===== src/rtl/dm_arb_pkg.sv =====
// dm_arb_pkg: shared state encoding and default widths for the data-memory arbiter
package dm_arb_pkg;
   localparam int DEF_ADDR_W = 4;
   localparam int DEF_DATA_W = 4;
   typedef enum logic [1:0] {IDLE, WAIT, DONE} state_t;
endpackage


===== src/rtl/dm_arbiter_if.sv =====
// dm_arbiter_if: core, host and data-memory nets seen by the arbiter
interface dm_arbiter_if #(
   parameter int ADDR_W = dm_arb_pkg::DEF_ADDR_W,
   parameter int DATA_W = dm_arb_pkg::DEF_DATA_W
);
   logic              core_access;
   logic              core_wren;
   logic [ADDR_W-1:0] core_addr;
   logic [DATA_W-1:0] core_wdata;
   logic [DATA_W-1:0] core_rdata;
   logic              core_hold;
   logic              host_req;
   logic              host_we;
   logic [ADDR_W-1:0] host_addr;
   logic [DATA_W-1:0] host_wdata;
   logic              host_busy;
   logic              host_ack;
   logic [DATA_W-1:0] host_rdata;
   logic [ADDR_W-1:0] mem_addr;
   logic [DATA_W-1:0] mem_data;
   logic              mem_wren;
   logic [DATA_W-1:0] mem_q;
   modport slave (
      input  core_access, core_wren, core_addr, core_wdata,
      input  host_req, host_we, host_addr, host_wdata, mem_q,
      output core_rdata, core_hold, host_busy, host_ack, host_rdata,
      output mem_addr, mem_data, mem_wren
   );
   modport master (
      output core_access, core_wren, core_addr, core_wdata,
      output host_req, host_we, host_addr, host_wdata, mem_q,
      input  core_rdata, core_hold, host_busy, host_ack, host_rdata,
      input  mem_addr, mem_data, mem_wren
   );
endinterface


===== src/rtl/dm_arb_starve_ctr.sv =====
// dm_arb_starve_ctr: counts core-blocked wait cycles and forces one host grant at MAX_WAIT
module dm_arb_starve_ctr #(
   parameter int MAX_WAIT = 8
) (
   input  logic clk,
   input  logic sync_reset,
   input  logic in_wait,
   input  logic core_own,
   input  logic clr,
   output logic forced
);
   localparam int CW = $clog2(MAX_WAIT + 1);
   logic [CW-1:0] cnt;
   always_ff @(posedge clk) begin
      if (sync_reset || clr)
         cnt <= '0;
      else if (core_own && cnt != CW'(MAX_WAIT))
         cnt <= cnt + CW'(1);
   end
   assign forced = in_wait && cnt == CW'(MAX_WAIT);
endmodule


===== src/rtl/dm_arbiter.sv =====
// dm_arbiter: core-priority sharing of the data memory with a one-deep host port
// HOST_STARVE_GUARD_EN enables the forced host grant after MAX_WAIT blocked cycles.
module dm_arbiter
   import dm_arb_pkg::*;
#(
   parameter int ADDR_W   = DEF_ADDR_W,
   parameter int DATA_W   = DEF_DATA_W,
   parameter int MAX_WAIT = 8
) (
   input logic         clk,
   input logic         sync_reset,
   dm_arbiter_if.slave bus
);
   state_t            state, state_n;
   logic              we_q;
   logic [ADDR_W-1:0] addr_q;
   logic [DATA_W-1:0] wdata_q, rdata_q;
   logic              core_own, forced, host_go;
   assign core_own = bus.core_access | bus.core_wren;
   // a reset cycle never lets a discarded host access reach the memory
   assign host_go = state == WAIT && !sync_reset && (!core_own || forced);
`ifdef HOST_STARVE_GUARD_EN
   logic forced_raw;
   dm_arb_starve_ctr #(.MAX_WAIT(MAX_WAIT)) u_starve_ctr (
      .clk       (clk),
      .sync_reset(sync_reset),
      .in_wait   (state == WAIT),
      .core_own  (core_own),
      .clr       (state != WAIT || host_go),
      .forced    (forced_raw)
   );
   assign forced = forced_raw & ~sync_reset;
`else
   assign forced = 1'b0;
`endif
   always_comb begin
      state_n        = state;
      bus.mem_addr   = host_go ? addr_q : bus.core_addr;
      bus.mem_data   = host_go ? wdata_q : bus.core_wdata;
      bus.mem_wren   = host_go ? we_q : bus.core_wren;
      bus.core_rdata = bus.mem_q;
      bus.core_hold  = forced;
      bus.host_busy  = state != IDLE;
      bus.host_ack   = state == DONE;
      bus.host_rdata = rdata_q;
      state_n = state == IDLE ? (bus.host_req ? WAIT : IDLE) :
                state == WAIT ? (host_go ? DONE : WAIT) : IDLE;
   end
   always_ff @(posedge clk) begin
      if (sync_reset) begin
         state   <= IDLE;
         we_q    <= 1'b0;
         addr_q  <= '0;
         wdata_q <= '0;
         rdata_q <= '0;
      end else begin
         state <= state_n;
         if (state == IDLE && bus.host_req) begin
            we_q    <= bus.host_we;
            addr_q  <= bus.host_addr;
            wdata_q <= bus.host_wdata;
         end
         if (host_go && !we_q)
            rdata_q <= bus.mem_q;
      end
   end
endmodule

===== src/flat_wrapper.sv =====
// flat-port wrapper written by rule: the top's interface ports become plain ports
module dm_arbiter_flat import dm_arb_pkg::*;
#(
   parameter int ADDR_W   = DEF_ADDR_W,
   parameter int DATA_W   = DEF_DATA_W,
   parameter int MAX_WAIT = 8
)
  (clk, sync_reset, bus_core_access, bus_core_wren, bus_core_addr, bus_core_wdata, bus_host_req, bus_host_we, bus_host_addr, bus_host_wdata, bus_mem_q, bus_core_rdata, bus_core_hold, bus_host_busy, bus_host_ack, bus_host_rdata, bus_mem_addr, bus_mem_data, bus_mem_wren);
  dm_arbiter_if #(.ADDR_W(ADDR_W), .DATA_W(DATA_W)) bus_i ();
  input logic clk;
  input logic sync_reset;
  input wire logic [$bits(bus_i.core_access)-1:0] bus_core_access;
  input wire logic [$bits(bus_i.core_wren)-1:0] bus_core_wren;
  input wire logic [$bits(bus_i.core_addr)-1:0] bus_core_addr;
  input wire logic [$bits(bus_i.core_wdata)-1:0] bus_core_wdata;
  input wire logic [$bits(bus_i.host_req)-1:0] bus_host_req;
  input wire logic [$bits(bus_i.host_we)-1:0] bus_host_we;
  input wire logic [$bits(bus_i.host_addr)-1:0] bus_host_addr;
  input wire logic [$bits(bus_i.host_wdata)-1:0] bus_host_wdata;
  input wire logic [$bits(bus_i.mem_q)-1:0] bus_mem_q;
  output wire logic [$bits(bus_i.core_rdata)-1:0] bus_core_rdata;
  output wire logic [$bits(bus_i.core_hold)-1:0] bus_core_hold;
  output wire logic [$bits(bus_i.host_busy)-1:0] bus_host_busy;
  output wire logic [$bits(bus_i.host_ack)-1:0] bus_host_ack;
  output wire logic [$bits(bus_i.host_rdata)-1:0] bus_host_rdata;
  output wire logic [$bits(bus_i.mem_addr)-1:0] bus_mem_addr;
  output wire logic [$bits(bus_i.mem_data)-1:0] bus_mem_data;
  output wire logic [$bits(bus_i.mem_wren)-1:0] bus_mem_wren;
  assign bus_i.core_access = bus_core_access;
  assign bus_i.core_wren = bus_core_wren;
  assign bus_i.core_addr = bus_core_addr;
  assign bus_i.core_wdata = bus_core_wdata;
  assign bus_i.host_req = bus_host_req;
  assign bus_i.host_we = bus_host_we;
  assign bus_i.host_addr = bus_host_addr;
  assign bus_i.host_wdata = bus_host_wdata;
  assign bus_i.mem_q = bus_mem_q;
  assign bus_core_rdata = bus_i.core_rdata;
  assign bus_core_hold = bus_i.core_hold;
  assign bus_host_busy = bus_i.host_busy;
  assign bus_host_ack = bus_i.host_ack;
  assign bus_host_rdata = bus_i.host_rdata;
  assign bus_mem_addr = bus_i.mem_addr;
  assign bus_mem_data = bus_i.mem_data;
  assign bus_mem_wren = bus_i.mem_wren;
  dm_arbiter #(.ADDR_W(ADDR_W), .DATA_W(DATA_W), .MAX_WAIT(MAX_WAIT)) u_core (.clk(clk), .sync_reset(sync_reset), .bus(bus_i));
endmodule

===== config.mk =====
export PLATFORM = sky130hd
export DESIGN_NAME = dm_arbiter_flat
export DESIGN_NICKNAME = d
export VERILOG_FILES = /design/src/rtl/dm_arb_pkg.sv /design/src/rtl/dm_arbiter_if.sv /design/src/rtl/dm_arb_starve_ctr.sv /design/src/rtl/dm_arbiter.sv /design/src/flat_wrapper.sv
export SDC_FILE = /design/constraint.sdc
export NUM_CORES = 1
export LEC_CHECK = 0
export ABC_CLOCK_PERIOD_IN_PS = 2650
export BUFFER_PORTS_ARGS = -buffer_cell sky130_fd_sc_hd__buf_4
export CAP_MARGIN = 40
export CORE_MARGIN = 4
export CORE_UTILIZATION = 44
export CTS_CLUSTER_SIZE = 20
export DETAILED_ROUTE_END_ITERATION = 16
export GPL_TIMING_DRIVEN = 1
export PLACE_DENSITY = 0.9
export REMOVE_ABC_BUFFERS = 1
export SYNTH_ARGS = -nofsm -noshare
export SYNTH_HDL_FRONTEND = slang
export SYNTH_SLANG_ARGS = --single-unit

===== constraint.sdc =====
create_clock -name clk -period 2.65 [get_ports clk]
set_input_delay 0.265 -clock clk [delete_from_list [all_inputs] [get_ports clk]]
set_output_delay 0.265 -clock clk [all_outputs]
set_load 0.005 [all_outputs]

==> results_dict.tcl, run 1 <==
set metrics [dict create \
    status "completed" \
    row_count 14 \
    gp_congestion 0.785 \
    ys_seq_elements 15 \
    dp_hpwl_mm 1.40 \
    period_share_pct 73.7 \
    antenna_found_initial 0 \
    r2r_cells 3 \
    holdWs_ns 0.230 \
    critPathCaptureType "output pin" \
    min_path_cells 3 \
    cts-buffers-inserted 3 \
    worstSetupPathType "flip-flop to output pin" \
    cellPowerDensity_mw_per_mm2 444 \
    drv_cap 0 \
    yosys.area.top_type "dfxtp_1" \
    hp-start "bus_host_addr[1]" \
    drtIter0Drc 6 \
    drc 0 \
    reg2reg_slack_ns 1.30 \
    rsz0062_at_grt "false" \
    htreeDepth 1 \
    place_ws_ns 0.894 \
    final_nets 143 \
    grtUsageTotal_pct 14.6 \
    post_cts_resized 0 \
    r2r_start "u_core.state[1]$_SDFF_PP0_" \
    yosys-top-cells-count "15 x dfxtp_1, 11 x nor2_1, 9 x mux2i_1" \
    cts.clk_slew.worst_paths_ns 0.09 \
    ir_drop_v 0.000387 \
    yosysWarnings 0 \
    overflow 0 \
    cts-root-buf "clkbuf_4" \
    cts.sinks 15 \
    grt_pass1_vias 700 \
    yosys.area.top_type_share_pct 41.0 \
    ys_types 20 \
    dr_total_vias 673 \
    fmax_ghz 0.512 \
    hold_end "u_core.addr_q[1]$_SDFFE_PP0P_" \
    grt_max_degree 17 \
    final_max_slew_viol_count 0 \
    synth-main-ff-cell "dfxtp_1" \
    start_util_pct 47.5 \
    die_area_mm2 0.00238 \
    cts_hold_buffers 0 \
    async_reset_ff_share_pct 0 \
    clk_latency_ns 0.27 \
    critPathMaxFanout 9 \
    cts_tree "yes" \
    io_pins 46 \
    io_buffer_count 44 \
    cellLeakagePower_nw 0.510 \
    synth.avg_cell_area_um2 9.76 \
    ys_seq_area_share_pct 41.0 \
    hold_viol 0 \
    core_area_mm2 0.00154 \
    clock-skew-final_ns 0.00111 \
    r2r_end "u_core.bus.host_rdata[2]$_SDFFE_PP0P_" \
    wirelength_mm 1.68 \
    fin_util_pct 69.3 \
    dr.pass1.iters 4 \
    grt_pass1_wl_mm 2.93 \
    cts_buffer_depth 2 \
    diodes 0 \
    synthToLayoutAreaGrowth_pct 46.0 \
    synth_most_common_cell "dfxtp_1" \
    required_ns 2.38 \
    total_power_mw 0.475 \
    drive_above_1_share_pct 52.6 \
    fillers 120 \
    hold_path_class "input port to flip-flop" \
    layout_setup_ws_ns 0.697 \
    die_y_um 48.8 \
    die_w_um 48.8 \
    setup_tns_ns 0 \
    timing.critical_path.arrival_ns 1.69 \
    post_cts_buffers 0 \
    period_needed_ns 1.95 \
    cp-start-kind "flip-flop" \
    routedWlPerCell_um 12.7 \
    ant_nets 0 \
    netlist_top_cells_area "dfxtp_1 41%, mux2i_1 12%, mux2_2 12%, buf_4 6.2%, nor2_1 5.6%" \
    finalSetupViolCount 0 \
    via_per_inst 5.10 \
    syn_area_um2 732 \
    synthCells 75 \
    synth_edf_count 0 \
]
metrics by stage:
step,instances,cell area [um^2]
after CTS,132,1070
after detailed placement,128,1040
after global routing,132,1070
after floorplan,67,679
after global placement,127,1030
final,132,1070
kinds of logic (layout without fill, tap and decap cells):
family / count (synthesis) / count (layout) / synth area share [%]
and+or+nand+nor: 23 / 23 / 18.3
AOI/OAI and AO/OA: 10 / 10 / 7.86
muxes: 17 / 17 / 24.6
buffers and inverters: 9 / 50 / 7.69
DFF: 15 / 15 / 41.0
other: 1 / 1 / 0.512
registers in the layout (all words and copies together) (netlist names):
signal                 cells
u_core.addr_q              4
u_core.bus.host_rdata      4
u_core.state               2
u_core.wdata_q             4
u_core.we_q                1
layer usage:
metal | vias to the layer above | GRT usage (%) | share of wire (%)
li1 | 336 | - | -
met1 | 307 | 15.4 | 39
met2 | 30 | 28.7 | 51
met3 | 0 | 4.28 | 11
met4 | 0 | 1.35 | 0
met5 | - | 0 | 0
worst max path at each step:
stage | to | slack, ns | from
6_report | bus_mem_addr[1] | 0.70 | u_core.state[1]$_SDFF_PP0_
3_5_place_dp | bus_mem_addr[1] | 0.89 | bus_core_wren
4_1_cts | bus_mem_addr[1] | 0.67 | u_core.state[1]$_SDFF_PP0_
3_3_place_gp | bus_mem_addr[1] | 0.95 | bus_core_wren
5_1_grt | bus_mem_addr[1] | 0.60 | u_core.state[1]$_SDFF_PP0_
2_1_floorplan | u_core.addr_q[0]$_SDFFE_PP0P_ | 0.81 | u_core.state[0]$_SDFF_PP0_
layout make-up:
type,count,area [um^2],area share (%)
Inverter,1,3.75,0.351
Timing Repair Buffer,45,338,31.6
Clock buffer,4,26.3,2.46
Tap cell,16,20.0,1.87
Sequential cell,15,300,28.1
Multi-Input combinational cell,51,380,35.6
cells in the final DEF (no fill, tap or decap), drive strengths merged:
master,netlist,final
buf,6,45
dfxtp,15,15
nor2,11,11
mux2i,9,9
mux2,8,8
nand3,4,4
o21ai,4,4
a21oi,4,4
clkbuf,2,4
nor2b,2,2
nor4,1,1
nand2,1,1
or2,1,1
a31o,1,1
nor3b,1,1
or4,1,1
nand2b,1,1
inv,1,1
a2111oi,1,1
conb,1,1
worst max-delay path, cell delays in order (launching register included):
cell and delay (ns):
dfxtp_1 0.38, nor4_4 0.43, nand2_4 0.17, mux2_2 0.31, buf_4 0.13
power breakdown:
group | internal, mW | switching, mW | total, mW
combinational | 0.0645 | 0.0387 | 0.103
clock | 0.0581 | 0.0675 | 0.126
sequential | 0.237 | 0.00891 | 0.246
total | 0.359 | 0.115 | 0.475
Note: power is estimated with default switching activity, not from simulation.
==> run 2, diff against run 1 <==
--- a/config.mk
+++ b/config.mk
@@ -5,15 +5,15 @@
 export SDC_FILE = /design/constraint.sdc
 export NUM_CORES = 1
 export LEC_CHECK = 0
-export ABC_CLOCK_PERIOD_IN_PS = 2650
+export ABC_CLOCK_PERIOD_IN_PS = 1790
 export BUFFER_PORTS_ARGS = -buffer_cell sky130_fd_sc_hd__buf_4
 export CAP_MARGIN = 40
 export CORE_MARGIN = 4
-export CORE_UTILIZATION = 44
+export CORE_UTILIZATION = 37
 export CTS_CLUSTER_SIZE = 20
 export DETAILED_ROUTE_END_ITERATION = 16
 export GPL_TIMING_DRIVEN = 1
-export PLACE_DENSITY = 0.9
+export PLACE_DENSITY = 0.82
 export REMOVE_ABC_BUFFERS = 1
 export SYNTH_ARGS = -nofsm -noshare
 export SYNTH_HDL_FRONTEND = slang
==> constraint.sdc (replaced) <==
create_clock -name clk -period 1.79 [get_ports clk]
set_input_delay 0.179 -clock clk [delete_from_list [all_inputs] [get_ports clk]]
set_output_delay 0.179 -clock clk [all_outputs]
set_load 0.005 [all_outputs]
==> run 2 against run 1 <==
Global-route usage fell by 0.27 points. Sequential share of layout area decreased by 0.43 points. Non-clock buffer count up 1.
==> results_dict.tcl, run 2 (same netlist as run 1, synthesis figures left out) <==
set metrics [dict create \
    dr_total_vias 678 \
    switching_share_pct 25.3 \
    ant_nets 0 \
    core_area_mm2 0.00180 \
    die_area_mm2 0.00275 \
    ir_drop_v 0.000330 \
    grtUsageTotal_pct 14.3 \
    dp_hpwl_mm 1.43 \
    dpl-instance-area_mm2 0.00106 \
    clk_latency_ns 0.28 \
    most-common-layout-cells "46 x buf_4, 14 x dfxtp_1, 11 x nor2_1" \
    switching_power_mw 0.180 \
    drv_cap 0 \
    cts_tree "yes" \
    setup_tns_ns 0 \
    overflow 0 \
    status "completed" \
    diodes 0 \
    fin_util_pct 60.5 \
    cts_buffer_depth 2 \
    cts-root-buf "clkbuf_4" \
    period_share_pct 97.2 \
    die_y_um 52.5 \
    io_pins 46 \
    dr.pass1.iters 4 \
    comb_power_share_pct 21.8 \
    required_ns 1.61 \
    wirelength_mm 1.79 \
    timing.critical_path.arrival_ns 1.56 \
    drive_above_1_share_pct 54.7 \
    grt_pass1_wl_mm 2.87 \
    row_count 15 \
    grt_pass1_vias 700 \
    pwr-share-seq_pct 51.2 \
    power_frac_clock_pct 27.0 \
    cp-start-kind "flip-flop" \
    critPathCaptureType "output pin" \
    critPathMaxFanout 9 \
    worstSetupPathType "flip-flop to output pin" \
    io_buffer_count 44 \
    grt_max_degree 17 \
    final_nets 144 \
    cellPowerDensity_mw_per_mm2 651 \
    clock-skew-final_ns 0.00154 \
    finalInstanceArea_mm2 0.00109 \
    cellLeakagePower_nw 0.519 \
    synthToLayoutAreaGrowth_pct 48.9 \
    cts.sinks 15 \
    hold_viol 0 \
    period_needed_ns 1.74 \
    hold_path_class "input port to flip-flop" \
    layout_commonest_cell "buf_4" \
    htreeDepth 1 \
    final_max_slew_viol_count 0 \
    gp_congestion 0.699 \
    die_w_um 52.5 \
    routedWlPerCell_um 12.6 \
    start_util_pct 40.6 \
    cts.clk_slew.worst_paths_ns 0.09 \
    antenna_found_initial 0 \
    via_per_inst 4.77 \
    fmax_ghz 0.575 \
    finalSetupViolCount 0 \
    cts-buffers-inserted 3 \
    drtIter0Drc 3 \
    drc 0 \
    p_int_mw 0.530 \
    rsz0062_at_grt "true" \
]
## run 2: cell count changes in the layout (fill, tap and decap cells not counted)
| cell | before | now |
|---|---|---|
| buf_4 | 45 | 46 |
| clkbuf_1 | 1 | 0 |
| clkinv_2 | 0 | 1 |
| dfxtp_1 | 15 | 14 |
| dfxtp_2 | 0 | 1 |
## run 2: critical path, stage by stage (launching register included)
cell and delay [ns]:
dfxtp_2 0.37, nor4_4 0.33, nand2_4 0.15, mux2_2 0.30
buf_4 0.13
## run 2: metrics by stage
stage / total power [mW] / cells / hold slack, ns / worst slack [ns]
3_5_place_dp: 0.528 / 138 / 0.425 / 0.359
2_1_floorplan: 0.429 / 67 / 0.248 / -0.0485
4_1_cts: 0.723 / 142 / 0.118 / 0.0236
5_1_grt: 0.752 / 142 / 0.126 / -0.0416
3_3_place_gp: 0.522 / 138 / 0.411 / 0.366
6_report: 0.710 / 142 / 0.126 / 0.0495
## run 2: what timing repair did
item | CTS | global route
setup endpoints to repair | 0 | 8
resized for setup | 0 | 1
setup buffers | 0 | 0
hold buffers | 0 | 0
## run 2: layout make-up
cell class,instances,area [um^2]
Fill cell,171,712
Multi-Input combinational cell,51,380
Timing Repair Buffer,46,345
Sequential cell,15,302
Tap cell,25,31.3
Clock buffer,3,22.5
Clock inverter,1,5.00
Inverter,1,3.75
## run 2: layer usage
layer,up-vias,global-route usage [%],part of all wire (%)
li1,336,-,-
met1,303,15.2,40
met2,34,25.8,48
met3,5,3.13,9.8
met4,0,7.66,2.0
met5,-,0,0
## run 2: final timing paths
kind | depth (start not counted) | endpoint | start | slack (ns)
max | 4 | bus_mem_data[3] | u_core.state[1]$_SDFF_PP0_ | 0.05
min | 3 | u_core.wdata_q[2]$_SDFFE_PP0P_ | bus_host_wdata[2] | 0.13
max reg2reg | 3 | u_core.bus.host_rdata[3]$_SDFFE_PP0P_ | u_core.state[1]$_SDFF_PP0_ | 0.49
min reg2reg | 2 | u_core.bus.host_rdata[1]$_SDFFE_PP0P_ | u_core.bus.host_rdata[1]$_SDFFE_PP0P_ | 0.49
## run 2: power groups by stage
stage / registers, mW / logic, mW / clock network (mW)
after floorplan: 0.368 / 0.0611 / 0
after global placement: 0.370 / 0.152 / 0
after detailed placement: 0.371 / 0.156 / 0
after CTS: 0.364 / 0.157 / 0.203
after global routing: 0.367 / 0.170 / 0.215
final: 0.363 / 0.155 / 0.192
==> run 3, diff against run 2 <==
--- a/config.mk
+++ b/config.mk
@@ -8,12 +8,12 @@
 export ABC_CLOCK_PERIOD_IN_PS = 1790
 export BUFFER_PORTS_ARGS = -buffer_cell sky130_fd_sc_hd__buf_4
 export CAP_MARGIN = 40
-export CORE_MARGIN = 4
+export CORE_MARGIN = 3
 export CORE_UTILIZATION = 37
 export CTS_CLUSTER_SIZE = 20
 export DETAILED_ROUTE_END_ITERATION = 16
 export GPL_TIMING_DRIVEN = 1
-export PLACE_DENSITY = 0.82
+export PLACE_DENSITY = 0.8
 export REMOVE_ABC_BUFFERS = 1
 export SYNTH_ARGS = -nofsm -noshare
 export SYNTH_HDL_FRONTEND = slang
==> run 3 against run 2 <==
Via count is 1.9% higher. Design area down 0.12%. Critical path depth is the same. Count of clock-buffer cells in the layout up 1. Critical path type unchanged. Fmax grew 1.7%. Critical endpoint is now bus_mem_data[2]. Global-route usage fell by 0.29 points.
==> results_dict.tcl, run 3 (same netlist as run 1, synthesis figures left out) <==
set metrics [dict create \
    grtUsageTotal_pct 14.0 \
    timing.critical_path.arrival_ns 1.53 \
    hold_viol 0 \
    hold_path_class "input port to flip-flop" \
    cts_tree "yes" \
    cts_buffer_depth 2 \
    most-common-layout-cells "46 x buf_4, 14 x dfxtp_1, 11 x nor2_1" \
    comb_power_share_pct 21.9 \
    start_util_pct 40.6 \
    switching_share_pct 24.1 \
    synthToLayoutAreaGrowth_pct 48.7 \
    total_power_mw 0.703 \
    final_nets 144 \
    critPathMaxFanout 9 \
    ir_drop_v 0.000357 \
    antenna_found_initial 0 \
    cts-buffers-inserted 3 \
    drtIter0Drc 4 \
    period_needed_ns 1.71 \
    clk_latency_ns 0.27 \
    grt_pass1_wl_mm 2.74 \
    cts.sinks 15 \
    post_cts_buffers 0 \
    die_w_um 50.5 \
    reg2reg_slack_ns 0.48 \
    finalSetupViolCount 0 \
    final_max_slew_viol_count 0 \
    row_count 15 \
    wirelength_mm 1.75 \
    cts_hold_buffers 0 \
    io_buffer_count 44 \
    period_share_pct 95.7 \
    grt_pass1_vias 631 \
    critPathCaptureType "output pin" \
    required_ns 1.61 \
    ant_nets 0 \
    drc 0 \
    dr.pass1.iters 4 \
    p_int_mw 0.533 \
    io_pins 46 \
    via_per_inst 4.87 \
    fmax_ghz 0.584 \
    pwr-share-seq_pct 51.7 \
    layout_commonest_cell "buf_4" \
    core_area_mm2 0.00180 \
    overflow 0 \
    cpPeakStageDelay_ns 0.36 \
    post_cts_resized 0 \
    multi_input_area_um2 380 \
    diodes 0 \
    holdWs_ns 0.137 \
    clock-skew-final_ns 0.00441 \
    die_area_mm2 0.00255 \
    htreeDepth 1 \
    cellPowerDensity_mw_per_mm2 646 \
    drv_cap 0 \
    ff_latch_area_um2 302 \
    worstSetupPathType "flip-flop to output pin" \
    switching_power_mw 0.169 \
    grt_max_degree 17 \
    cellLeakagePower_nw 0.516 \
    cp-start-kind "flip-flop" \
    cpMaxStageDelayCell "dfxtp_2" \
    power_frac_clock_pct 26.4 \
    die_y_um 50.5 \
    fillers 168 \
    drive_above_1_share_pct 53.8 \
    gp_congestion 0.727 \
    cts.clk_slew.worst_paths_ns 0.09 \
    routedWlPerCell_um 12.3 \
    dp_hpwl_mm 1.39 \
    rsz0062_at_grt "false" \
    status "completed" \
    cts-root-buf "clkbuf_4" \
    dr_total_vias 691 \
    crit_chain "nor4_4, nand2_4, mux2_2, buf_4" \
]
==> run 3: cell types whose count changed in the layout (fill, tap and decap cells not counted) <==
| cell | change |
|---|---|
| clkbuf_1 | +1 |
| clkinv_2 | -1 |
==> run 3: power by group through the flow <==
| stage | logic, mW | registers, mW | clock network (mW) |
|---|---|---|---|
| after global placement | 0.152 | 0.370 | 0 |
| final | 0.154 | 0.363 | 0.185 |
| after global routing | 0.169 | 0.366 | 0.205 |
| after detailed placement | 0.155 | 0.371 | 0 |
| after CTS | 0.156 | 0.363 | 0.194 |
| after floorplan | 0.0611 | 0.368 | 0 |
==> run 3: worst max-delay path: cells and delay by family (launching register included) <==
kind                   cells  cell delay [ns]
buffers and inverters      1             0.14
DFF                        1             0.36
muxes                      1             0.31
and+or+nand+nor            2             0.45
==> run 3: worst paths after layout <==
| path | from | end | cells after the start |
|---|---|---|---|
| max reg2reg | u_core.state[1]$_SDFF_PP0_ | u_core.bus.host_rdata[1]$_SDFFE_PP0P_ | 3 |
| max | u_core.state[1]$_SDFF_PP0_ | bus_mem_data[2] | 4 |
| min reg2reg | u_core.bus.host_rdata[0]$_SDFFE_PP0P_ | u_core.bus.host_rdata[0]$_SDFFE_PP0P_ | 2 |
| min | bus_host_wdata[0] | u_core.wdata_q[0]$_SDFFE_PP0P_ | 3 |
==> run 3: area by class of cell <==
class	count	share of cell area [%]
inverter	1	0.345
clock buffer	4	2.41
sequential	15	27.7
tap	25	2.87
multi-input combinational	51	34.9
timing repair buffer	46	31.7
==> run 3: metal layers <==
layer	GRT usage [%]	vias up	wire length (um)
li1	-	342	-
met1	16.5	310	699
met2	24.1	37	845
met3	4.45	2	201
met4	4.04	0	6
met5	0	-	0
==> run 3: through the flow <==
| step | std cells | worst slack [ns] | TNS [ns] | util (%) | instance area (um^2) |
|---|---|---|---|---|---|
| 2_1_floorplan | 67 | -0.0485 | -0.436 | - | 679 |
| 3_3_place_gp | 138 | 0.365 | 0 | 58.9 | 1060 |
| 3_5_place_dp | 138 | 0.357 | 0 | 58.9 | 1060 |
| 4_1_cts | 142 | 0.0408 | 0 | 60.3 | 1090 |
| 5_1_grt | 142 | 0.0307 | 0 | 60.4 | 1090 |
| 6_report | 142 | 0.0778 | 0 | 60.4 | 1090 |
